--- config.mk ---
export PLATFORM = sky130hd
export DESIGN_NAME = blk_51c509
export DESIGN_NICKNAME = d
export VERILOG_FILES = /design/src/rtl/blk_51c509_pkg.sv /design/src/rtl/blk_51c509_pkt_len.sv /design/src/rtl/blk_51c509.sv
export SDC_FILE = /design/constraint.sdc
export NUM_CORES = 1
export LEC_CHECK = 0
export ABC_AREA = 1
export CORE_AREA = 2 2 467 469
export DETAILED_ROUTE_END_ITERATION = 16
export DIE_AREA = 0 0 469 471
export PLACE_DENSITY = 0.3
export RECOVER_POWER = 50
export SYNTH_ARGS = -nofsm -noshare
export SYNTH_HDL_FRONTEND = slang
export SYNTH_SLANG_ARGS = --single-unit
--- constraint.sdc ---
create_clock -name clk -period 20.9 [get_ports clk]
set_input_delay 3.135 -clock clk [delete_from_list [all_inputs] [get_ports clk]]
set_output_delay 3.135 -clock clk [all_outputs]
set_load 0.01 [all_outputs]
--- src/rtl/blk_51c509_pkg.sv ---
// ----------------------------------------------------------------------------
// blk_51c509_pkg
//   Shared constants and state encoding for the write-burst splitter.
//   LINE_BYTES / PAGE_LINES describe the line and 4KB-page geometry used to
//   cut AFU write bursts into PCIe-legal packets.
// ----------------------------------------------------------------------------
package blk_51c509_pkg;

    localparam int unsigned LINE_BYTES    = 64;
    localparam int unsigned LINE_ADDR_LSB = 6;    // log2(LINE_BYTES)
    localparam int unsigned PAGE_LINES    = 64;   // lines per 4KB page
    localparam int unsigned PAGE_ADDR_LSB = 12;   // log2(4096)

    typedef logic [0:0] t_wr_split_state;
    localparam t_wr_split_state IDLE  = 1'b0;
    localparam t_wr_split_state BURST = 1'b1;

endpackage

--- src/rtl/blk_51c509_pkt_len.sv ---
// ----------------------------------------------------------------------------
// blk_51c509_pkt_len
//   Combinational packet sizer: lines in the next packet given the line index
//   within the current 4KB page and the lines remaining in the burst.
//   pkt = min(remaining, MAX_PAYLOAD_LINES, PAGE_LINES - line_idx)
// Ports:
//   line_idx   in   cur_addr[11:6], line position inside the page
//   remaining  in   lines left in the burst
//   pkt_lines  out  lines in the packet starting at this line
// ----------------------------------------------------------------------------
module blk_51c509_pkt_len
    import blk_51c509_pkg::*;
#(
    parameter int unsigned BURST_CNT_WIDTH   = 8,
    parameter int unsigned MAX_PAYLOAD_LINES = 2
) (
    input  logic [PAGE_ADDR_LSB-LINE_ADDR_LSB-1:0] line_idx,
    input  logic [BURST_CNT_WIDTH-1:0]             remaining,
    output logic [BURST_CNT_WIDTH-1:0]             pkt_lines
);

    // One extra bit so lines_to_page == 64 survives with narrow count widths.
    localparam int unsigned W = BURST_CNT_WIDTH + 1;

    logic [W-1:0] lines_to_page;
    logic [W-1:0] lim;

    always_comb begin
        lines_to_page = W'(PAGE_LINES) - W'(line_idx);
        lim = W'(remaining);
        if (W'(MAX_PAYLOAD_LINES) < lim) lim = W'(MAX_PAYLOAD_LINES);
        if (lines_to_page < lim)         lim = lines_to_page;
        // Result never exceeds remaining, so it fits the count width.
        pkt_lines = BURST_CNT_WIDTH'(lim);
    end

endmodule

--- src/rtl/blk_51c509.sv ---
// ----------------------------------------------------------------------------
// blk_51c509
//   Write-burst splitter feeding the write-TLP generator. Accepts AFU write
//   bursts (header on the first beat, one line per beat) and fences, and
//   re-emits them as packets that never exceed MAX_PAYLOAD_LINES and never
//   cross a 4KB page. One output register stage, 1 cycle latency.
// Ports:
//   clk, reset         clock, asynchronous active-high reset
//   in_valid/in_ready  input handshake; in_ready = !out_valid || out_ready
//   in_sop/in_eop      first / last beat of an AFU request
//   in_is_fence        fence request (single beat)
//   in_addr/len/tag    burst header, valid with in_sop
//   in_data            write data line
//   out_valid/ready    output handshake
//   out_sop/out_eop    packet boundaries; out_burst_eop marks request end
//   out_is_fence       fence packet
//   out_addr/line_count  packet header, valid with out_sop
//   out_tag/out_data   AFU tag and payload line
//   error              sticky protocol error
// ----------------------------------------------------------------------------
module blk_51c509
    import blk_51c509_pkg::*;
#(
    parameter int unsigned ADDR_WIDTH        = 64,
    parameter int unsigned DATA_WIDTH        = 512,
    parameter int unsigned TAG_WIDTH         = 10,
    parameter int unsigned BURST_CNT_WIDTH   = 8,
    parameter int unsigned MAX_PAYLOAD_LINES = 2
) (
    input  logic                       clk,
    input  logic                       reset,
    input  logic                       in_valid,
    output logic                       in_ready,
    input  logic                       in_sop,
    input  logic                       in_eop,
    input  logic                       in_is_fence,
    input  logic [ADDR_WIDTH-1:0]      in_addr,
    input  logic [BURST_CNT_WIDTH-1:0] in_len,
    input  logic [TAG_WIDTH-1:0]       in_tag,
    input  logic [DATA_WIDTH-1:0]      in_data,
    output logic                       out_valid,
    input  logic                       out_ready,
    output logic                       out_sop,
    output logic                       out_eop,
    output logic                       out_burst_eop,
    output logic                       out_is_fence,
    output logic [ADDR_WIDTH-1:0]      out_addr,
    output logic [BURST_CNT_WIDTH-1:0] out_line_count,
    output logic [TAG_WIDTH-1:0]       out_tag,
    output logic [DATA_WIDTH-1:0]      out_data,
    output logic                       error
);

    localparam logic [ADDR_WIDTH-1:0] LINE_MASK = ADDR_WIDTH'(LINE_BYTES - 1);

    t_wr_split_state              state_q, state_d;
    logic [ADDR_WIDTH-1:0]        cur_addr_q, cur_addr_d;
    logic [BURST_CNT_WIDTH-1:0]   remaining_q, remaining_d;
    logic [BURST_CNT_WIDTH-1:0]   pkt_left_q, pkt_left_d;
    logic [TAG_WIDTH-1:0]         tag_q, tag_d;
    logic                         error_q, error_d;

    logic                         out_valid_q, out_valid_d;
    logic                         out_sop_q, out_sop_d;
    logic                         out_eop_q, out_eop_d;
    logic                         out_burst_eop_q, out_burst_eop_d;
    logic                         out_is_fence_q, out_is_fence_d;
    logic [ADDR_WIDTH-1:0]        out_addr_q, out_addr_d;
    logic [BURST_CNT_WIDTH-1:0]   out_line_count_q, out_line_count_d;
    logic [TAG_WIDTH-1:0]         out_tag_q, out_tag_d;
    logic [DATA_WIDTH-1:0]        out_data_q, out_data_d;

    // Per-beat working values: either the fresh header (IDLE) or the
    // registered burst context (BURST).
    logic                         accept;
    logic                         do_beat;
    logic [ADDR_WIDTH-1:0]        beat_addr;
    logic [BURST_CNT_WIDTH-1:0]   beat_rem;
    logic [BURST_CNT_WIDTH-1:0]   beat_left;
    logic [TAG_WIDTH-1:0]         beat_tag;
    logic [BURST_CNT_WIDTH-1:0]   pkt_lines;
    logic [BURST_CNT_WIDTH-1:0]   left_n;
    logic [BURST_CNT_WIDTH-1:0]   rem_n;
    logic                         first;

    blk_51c509_pkt_len #(
        .BURST_CNT_WIDTH   (BURST_CNT_WIDTH),
        .MAX_PAYLOAD_LINES (MAX_PAYLOAD_LINES)
    ) u_pkt_len (
        .line_idx  (beat_addr[PAGE_ADDR_LSB-1:LINE_ADDR_LSB]),
        .remaining (beat_rem),
        .pkt_lines (pkt_lines)
    );

    assign in_ready = !out_valid_q || out_ready;
    assign accept   = in_valid && in_ready;

    always_comb begin
        state_d          = state_q;
        cur_addr_d       = cur_addr_q;
        remaining_d      = remaining_q;
        pkt_left_d       = pkt_left_q;
        tag_d            = tag_q;
        error_d          = error_q;
        out_valid_d      = out_valid_q;
        out_sop_d        = out_sop_q;
        out_eop_d        = out_eop_q;
        out_burst_eop_d  = out_burst_eop_q;
        out_is_fence_d   = out_is_fence_q;
        out_addr_d       = out_addr_q;
        out_line_count_d = out_line_count_q;
        out_tag_d        = out_tag_q;
        out_data_d       = out_data_q;

        do_beat   = 1'b0;
        beat_addr = cur_addr_q;
        beat_rem  = remaining_q;
        beat_left = pkt_left_q;
        beat_tag  = tag_q;
        first     = 1'b0;
        left_n    = '0;
        rem_n     = '0;

        // Output slot frees up whenever the downstream can take it.
        if (in_ready) out_valid_d = 1'b0;

        if (accept) begin
            if (state_q == IDLE) begin
                if (in_sop && in_is_fence) begin
                    out_valid_d      = 1'b1;
                    out_sop_d        = 1'b1;
                    out_eop_d        = 1'b1;
                    out_burst_eop_d  = 1'b1;
                    out_is_fence_d   = 1'b1;
                    out_addr_d       = '0;
                    out_line_count_d = BURST_CNT_WIDTH'(1);
                    out_tag_d        = in_tag;
                    out_data_d       = '0;
                end else if (in_sop) begin
                    if ((in_addr & LINE_MASK) != '0) error_d = 1'b1;
                    if (in_len == '0)                error_d = 1'b1;
                    do_beat   = 1'b1;
                    beat_addr = in_addr & ~LINE_MASK;
                    beat_rem  = (in_len == '0) ? BURST_CNT_WIDTH'(1) : in_len;
                    beat_left = '0;
                    beat_tag  = in_tag;
                end
                // Non-sop beats in IDLE belong to no request and are dropped.
            end else begin
                if (in_sop) error_d = 1'b1;
                do_beat = 1'b1;
            end
        end

        if (do_beat) begin
            first  = (beat_left == '0);
            left_n = (first ? pkt_lines : beat_left) - BURST_CNT_WIDTH'(1);
            rem_n  = beat_rem - BURST_CNT_WIDTH'(1);
            // The line count is authoritative over the AFU's eop marking.
            if (in_eop != (beat_rem == BURST_CNT_WIDTH'(1))) error_d = 1'b1;

            out_valid_d     = 1'b1;
            out_sop_d       = first;
            out_eop_d       = (left_n == '0);
            out_burst_eop_d = (rem_n == '0);
            out_is_fence_d  = 1'b0;
            out_addr_d      = beat_addr;
            if (first) out_line_count_d = pkt_lines;
            out_tag_d       = beat_tag;
            out_data_d      = in_data;

            cur_addr_d  = beat_addr + ADDR_WIDTH'(LINE_BYTES);
            remaining_d = rem_n;
            pkt_left_d  = left_n;
            tag_d       = beat_tag;
            state_d     = (rem_n == '0) ? IDLE : BURST;
        end
    end

    always_ff @(posedge clk or posedge reset) begin
        if (reset) begin
            state_q          <= IDLE;
            cur_addr_q       <= '0;
            remaining_q      <= '0;
            pkt_left_q       <= '0;
            tag_q            <= '0;
            error_q          <= 1'b0;
            out_valid_q      <= 1'b0;
            out_sop_q        <= 1'b0;
            out_eop_q        <= 1'b0;
            out_burst_eop_q  <= 1'b0;
            out_is_fence_q   <= 1'b0;
            out_addr_q       <= '0;
            out_line_count_q <= '0;
            out_tag_q        <= '0;
            out_data_q       <= '0;
        end else begin
            state_q          <= state_d;
            cur_addr_q       <= cur_addr_d;
            remaining_q      <= remaining_d;
            pkt_left_q       <= pkt_left_d;
            tag_q            <= tag_d;
            error_q          <= error_d;
            out_valid_q      <= out_valid_d;
            out_sop_q        <= out_sop_d;
            out_eop_q        <= out_eop_d;
            out_burst_eop_q  <= out_burst_eop_d;
            out_is_fence_q   <= out_is_fence_d;
            out_addr_q       <= out_addr_d;
            out_line_count_q <= out_line_count_d;
            out_tag_q        <= out_tag_d;
            out_data_q       <= out_data_d;
        end
    end

    assign out_valid      = out_valid_q;
    assign out_sop        = out_sop_q;
    assign out_eop        = out_eop_q;
    assign out_burst_eop  = out_burst_eop_q;
    assign out_is_fence   = out_is_fence_q;
    assign out_addr       = out_addr_q;
    assign out_line_count = out_line_count_q;
    assign out_tag        = out_tag_q;
    assign out_data       = out_data_q;
    assign error          = error_q;

endmodule

# ---- Word level (Yosys, flattened, before mapping)
# Index checks and enable logic that the tools add are counted.
dict set report word_totals {
  reg_bits 691
  latchBits 0
  ramBits 0
  romBits 0
  output_inout_bits 601
  wordCells 99
  memories 0
}
dict set report classes {
  addsub 4
  multipliers 0
  div_mod_pow 0
  n_lt_le_gt_ge 2
  n_eq_ne 3
  shifts 0
  n_mux 63
  bitwise 0
  reduce_logical 12
}
# cell n
set ops {}
lappend ops {{$mux W512} 4}
lappend ops {{$mux W64} 8}
lappend ops {{$mux W8} 17}
lappend ops {{$mux W10} 8}
lappend ops {{$add A64 B7 Y64 const B} 1}
lappend ops {{$reduce_bool A64 Y1} 1}
lappend ops {{$logic_not A8 Y1} 4}
lappend ops {{$mux W1} 26}
lappend ops {{$sub A8 B1 Y8 const B} 2}
lappend ops {{$lt A9 B8 Y1} 1}
lappend ops {{$eq A8 B1 Y1 const B} 1}
lappend ops {{$lt A2 B8 Y1 const A} 1}
lappend ops {{$sub A7 B6 Y8 const A} 1}
lappend ops {{$reduce_bool A2 Y1} 2}
lappend ops {{$reduce_and A3 Y1} 1}
lappend ops {{$logic_and A1 B1 Y1} 2}
lappend ops {{$ne A2 B1 Y1 const B} 1}
lappend ops {{$logic_not A1 Y1} 1}
lappend ops {{$logic_or A1 B1 Y1} 1}
lappend ops {{$ne A1 B1 Y1} 1}

# ---- Longest topological paths before layout
dict set report logic_depth {
  ltp_word 14
  ltp_mapped 35
  ltp_nobuf 32
}

# ---- Hierarchy
# A second synthesis with hierarchy kept.
dict set report unflattened {
  hier_cells 2674
  hier_area_um2 28511.1
}
# mod n_inst cells_per_inst area_each_um2 seq_area_each_um2
set modules_own_cells {}
lappend modules_own_cells {blk_51c509 1 2605 28118.2 17291.6}
lappend modules_own_cells {blk_51c509_pkt_len 1 69 392.9 0.0}

# ---- Least setup slack after synthesis
# Ideal clock, no wire load.
dict set report synth_path {
  path_kind {input to register}
  from {in in_sop}
  to {reg out_eop_q (netlist: out_eop)}
  setup_time_ns 0.066
  arrival_time_ns 6.929
  t_required_ns 20.834
  path_slack_ns 13.905
  stages 28
  path_cell_list {buf_6 > nand2_2 > nor2_1 > nand2_1 > buf_6 > buf_6 > o21ai_4 > ha_1 > nand3_1 > xnor2_1 > ha_1 > nand2_1 > o21bai_1 > a21oi_1 > a211oi_1 > nand2_2 > nor2_2 > nor2_2 > nor2_4 > ha_1 > nand3_1 > o21ai_0 > nand2_1 > nor2_1 > nand3_1 > nand2_1 > nand3_1 > nand2_1}
}
dict set report synth_between {
  elab_chain_cells 12
  word_cells_on_any_way 31
  cone_classes {add/sub (2); order compare (2); eq/ne (1); mux (20); reduce/logical (6)}
}
# element line
set synth_rtl {}
lappend synth_rtl {{start, declared} blk_51c509.sv:34} ;# input logic in_sop,
lappend synth_rtl {{$mux W8 or $logic_and A1 B1 Y1 (tied branches)} {blk_51c509.sv:139, blk_51c509.sv:129}}
lappend synth_rtl {{$mux W8} blk_51c509.sv:129} ;# if (in_sop && in_is_fence) begin
lappend synth_rtl {{$mux W8} blk_51c509.sv:128} ;# if (state_q == IDLE) begin
lappend synth_rtl {{$mux W8} blk_51c509.sv:127} ;# if (accept) begin
lappend synth_rtl {{$lt A2 B8 Y1} blk_51c509_pkt_len.sv:31} ;# if (W'(MAX_PAYLOAD_LINES) < lim) lim = W'(MAX_PAYLOAD_LINES);
lappend synth_rtl {{$mux W8} blk_51c509_pkt_len.sv:31}
lappend synth_rtl {{$lt A9 B8 Y1} blk_51c509_pkt_len.sv:32} ;# if (lines_to_page < lim) lim = lines_to_page;
lappend synth_rtl {{$mux W8} blk_51c509_pkt_len.sv:32}
lappend synth_rtl {{$mux W8} blk_51c509.sv:157} ;# left_n = (first ? pkt_lines : beat_left) - BURST_CNT_WIDTH'(1);
lappend synth_rtl {{$sub A8 B1 Y8} blk_51c509.sv:157}
lappend synth_rtl {{$logic_not A8 Y1} blk_51c509.sv:164} ;# out_eop_d = (left_n == '0);
lappend synth_rtl {{$mux W1} blk_51c509.sv:155} ;# if (do_beat) begin
lappend synth_rtl {{end signal, assigned} blk_51c509.sv:206} ;# out_eop_q <= out_eop_d;
lappend synth_rtl {{end, declared} blk_51c509.sv:65} ;# logic out_eop_q, out_eop_d;
# Several ways; a longest one is shown, not always the timed one.
# A chain may end at the register's enable or synchronous reset.

==> flow_metrics.py <==
metrics = {
    "run_status": {
        "status": "finished with violations",
        "violations": "max-capacitance violations, max-slew violations",
    },
    "floorplanning": {
        "die_area_sq_um": 221000,
        "ios": 1202,
        "design.core.area_sq_um": 216000,
        "die_x_microns": 469,
        "rows": 171,
        "dieHeight_microns": 471,
        "initial_core_util_pct": 13.1,
    },
    "yosys": {
        "avgSynthCellArea_sq_um": 11.3,
        "netlist_top_cells_area": "dfrtp_1, a22o_1, nand2_1",
        "yosys.area.top_type": "dfrtp_1",
        "yosysSeqAreaShare_pct": 61.3,
        "syn_area_sq_um": 28200,
        "synth_edf_count": 0,
        "yosysWarnings": 0,
        "synth_top_area_share_pct": 61.3,
        "syn_inst": 2502,
        "synth_cell_type_count": 44,
        "async_reset_ff_share_pct": 100,
        "ys.flop_type": "dfrtp_1",
        "ys_seq_elements": 691,
    },
    "sta": {
        "grt_setup_unrepaired": "false",
        "finClkSkew_ns": 0.0558,
        "drv_slew": 277,
        "finalHoldViolCount": 0,
        "max_slew.worst_pin.slew_ns": 8.59,
        "fin_crit_sh_pct": 59.9,
        "slew_headroom_pct": -473,
        "setup_violations": 0,
        "timing.setup.tns_ns": 0,
        "max_freq_mhz": 79.9,
        "min_period_ns": 12.52,
    },
    "detailed_routing": {
        "wl_per_cell_microns": 27.9,
        "route.final.wire_length_microns": 184000,
        "drc": 0,
        "drt_iter0_drc": 1437,
        "ant_nets": 0,
        "via_per_inst": 3.81,
        "drt_pass1_iterations": 5,
        "vias": 25200,
    },
    "pwr": {
        "p_per_area_nw_per_um2": 141,
        "p_leak_uw": 0.0202,
        "power_uw": 6590,
        "ir_worst_vdd_mv": 0.0676,
    },
    "clock_tree": {
        "post_cts_buffers": 0,
        "cts_sinks": 691,
        "clock_path_buffers": 3,
        "cts_root_buffer": "clkbuf_16",
        "hold_buffers": 0,
        "worstSkewPairLatency_ns": 0.74,
        "ctsResizeCount": 0,
        "cts_buffers": 97,
        "htree_levels": 3,
        "cts_tree": "built",
        "clk_pin_slew_ns": 0.06,
    },
    "worst_setup_path": {
        "crit_arrival_ns": 13.22,
        "critPathMaxFanout": 138,
        "path_class": "in2async",
        "cp-end-kind": "asynchronous set/reset pin",
        "critPathLaunchType": "input pin",
        "required_ns": 21.60,
    },
    "global_route": {
        "grt_pass1_wl_microns": 244000,
        "antenna_found_initial": 68,
        "grt_pass1_vias": 26033,
        "overflow": 0,
        "grt_max_degree": 175,
        "grt_use_total_pct": 16.0,
    },
    "cells_and_area": {
        "area_growth_pct": 65.5,
        "final_layout_size_suffix_gt1_share_pct": 7.41,
        "utilization_pct": 21.6,
        "final_common_cell": "dfrtp_1",
        "nFillCells": 23499,
        "final_cell_mix": "dfrtp_1, dlygate4sd3_1, clkdlybuf4s50_1",
        "final_nets": 4279,
        "fin_cells": 6607,
    },
    "placed_design": {
        "dpl.cell_count": 6419,
        "globalplace.congestion": 0.822,
        "io_buffers": 1201,
        "dp_hpwl_microns": 142000,
    },
    "flow_run": {
        "maxCapViolations": 4,
    },
    "worst_hold_path": {
        "hold_path_class": "reg2reg",
    },
}
## where the power goes
group          switching, uW  internal, uW  leakage, uW
Combinational           1500          1160      0.00988
Clock                    724          1020      0.00160
Sequential               317          1860      0.00869
## sequential cells by signal, summed over array words and instances (netlist names), 8 cells and up
signal and count:
out_line_count 8, out_tag 10, out_addr 64, remaining_q 8, out_data 512, tag_q 10, pkt_left_q 8, cur_addr_q 64
## final timing paths
| path | startpoint | to | slack, ns | cells after the start |
|---|---|---|---|---|
| max | reset | out_addr[40] | 8.38 | 5 |
| min | cur_addr_q[34] | cur_addr_q[34] | 0.47 | 2 |
| max reg2reg | state_q | out_eop | 13.03 | 26 |
| min reg2reg | cur_addr_q[34] | cur_addr_q[34] | 0.47 | 2 |
| max in group clk | in_sop | out_eop | 10.24 | 26 |
| min in group asynchronous | reset | out_data[203] | 3.38 | 2 |
## critical path: stages
cell           delay (ns)
dlygate4sd3_1        0.54
clkinvlp_2           1.18
clkbuf_1             6.06
buf_4                1.26
buf_4                0.82
## per-layer routing
metal  wire length, microns  vias to the layer above  GRT usage [%]
met5                    224                        -              0
met2                  88300                      931           26.9
li1                       -                    11223              -
met1                  76900                    12782           19.7
met4                   4230                       34           3.90
met3                  14600                      230           5.21
## cell type report
class                   instances  area [sq um]  area share (%)
flip-flops and latches        691         17300            37.1
repair buffers               1229         12300            26.3
multi-input cells            1519          9730            20.8
well taps                    2854          3570            7.65
clock buffers                 141          2800            6.01
clock inverters                34           485            1.04
inverters                     126           475            1.02
diodes                         13          32.5          0.0697
## cells in the mapped netlist, types with 12 or more instances
cell and instances:
a22o_1 512, buf_6 12, clkbuf_1 153, dfrtp_1 691, ha_1 14, inv_1 116, mux2i_1 28, nand2_1 397
nand2_2 21, nand3_1 59, nand4_1 28, nor2_1 98, nor2_2 16, nor2_4 13, nor3_1 24, o21ai_0 141
o21ai_1 23, or2_1 12, or2_2 16, xnor2_1 12, xor2_1 37
## kinds of logic after synthesis
group,Yosys count,synth area share [%]
buffers and inverters,296,4.27
muxes,28,0.994
adders and majority gates,14,0.621
xor gates and xnor gates,49,1.52
other,1,0.0133
DFF,691,61.3
and+or+nand+nor,706,11.4
AOI/OAI and AO/OA,717,19.9
## stage by stage
stage / setup WS, ns / hold slack [ns] / cell area [sq um]
detailed placement: 11.48 / 0.460 / 43400
floorplan: 8.31 / 0.434 / 28200
CTS: 12.33 / 0.477 / 46700
global route: 6.34 / 0.491 / 46600
global placement: 11.49 / 0.455 / 43400
finish: 8.38 / 0.472 / 46700
Note: power is estimated with default switching activity, not from simulation.
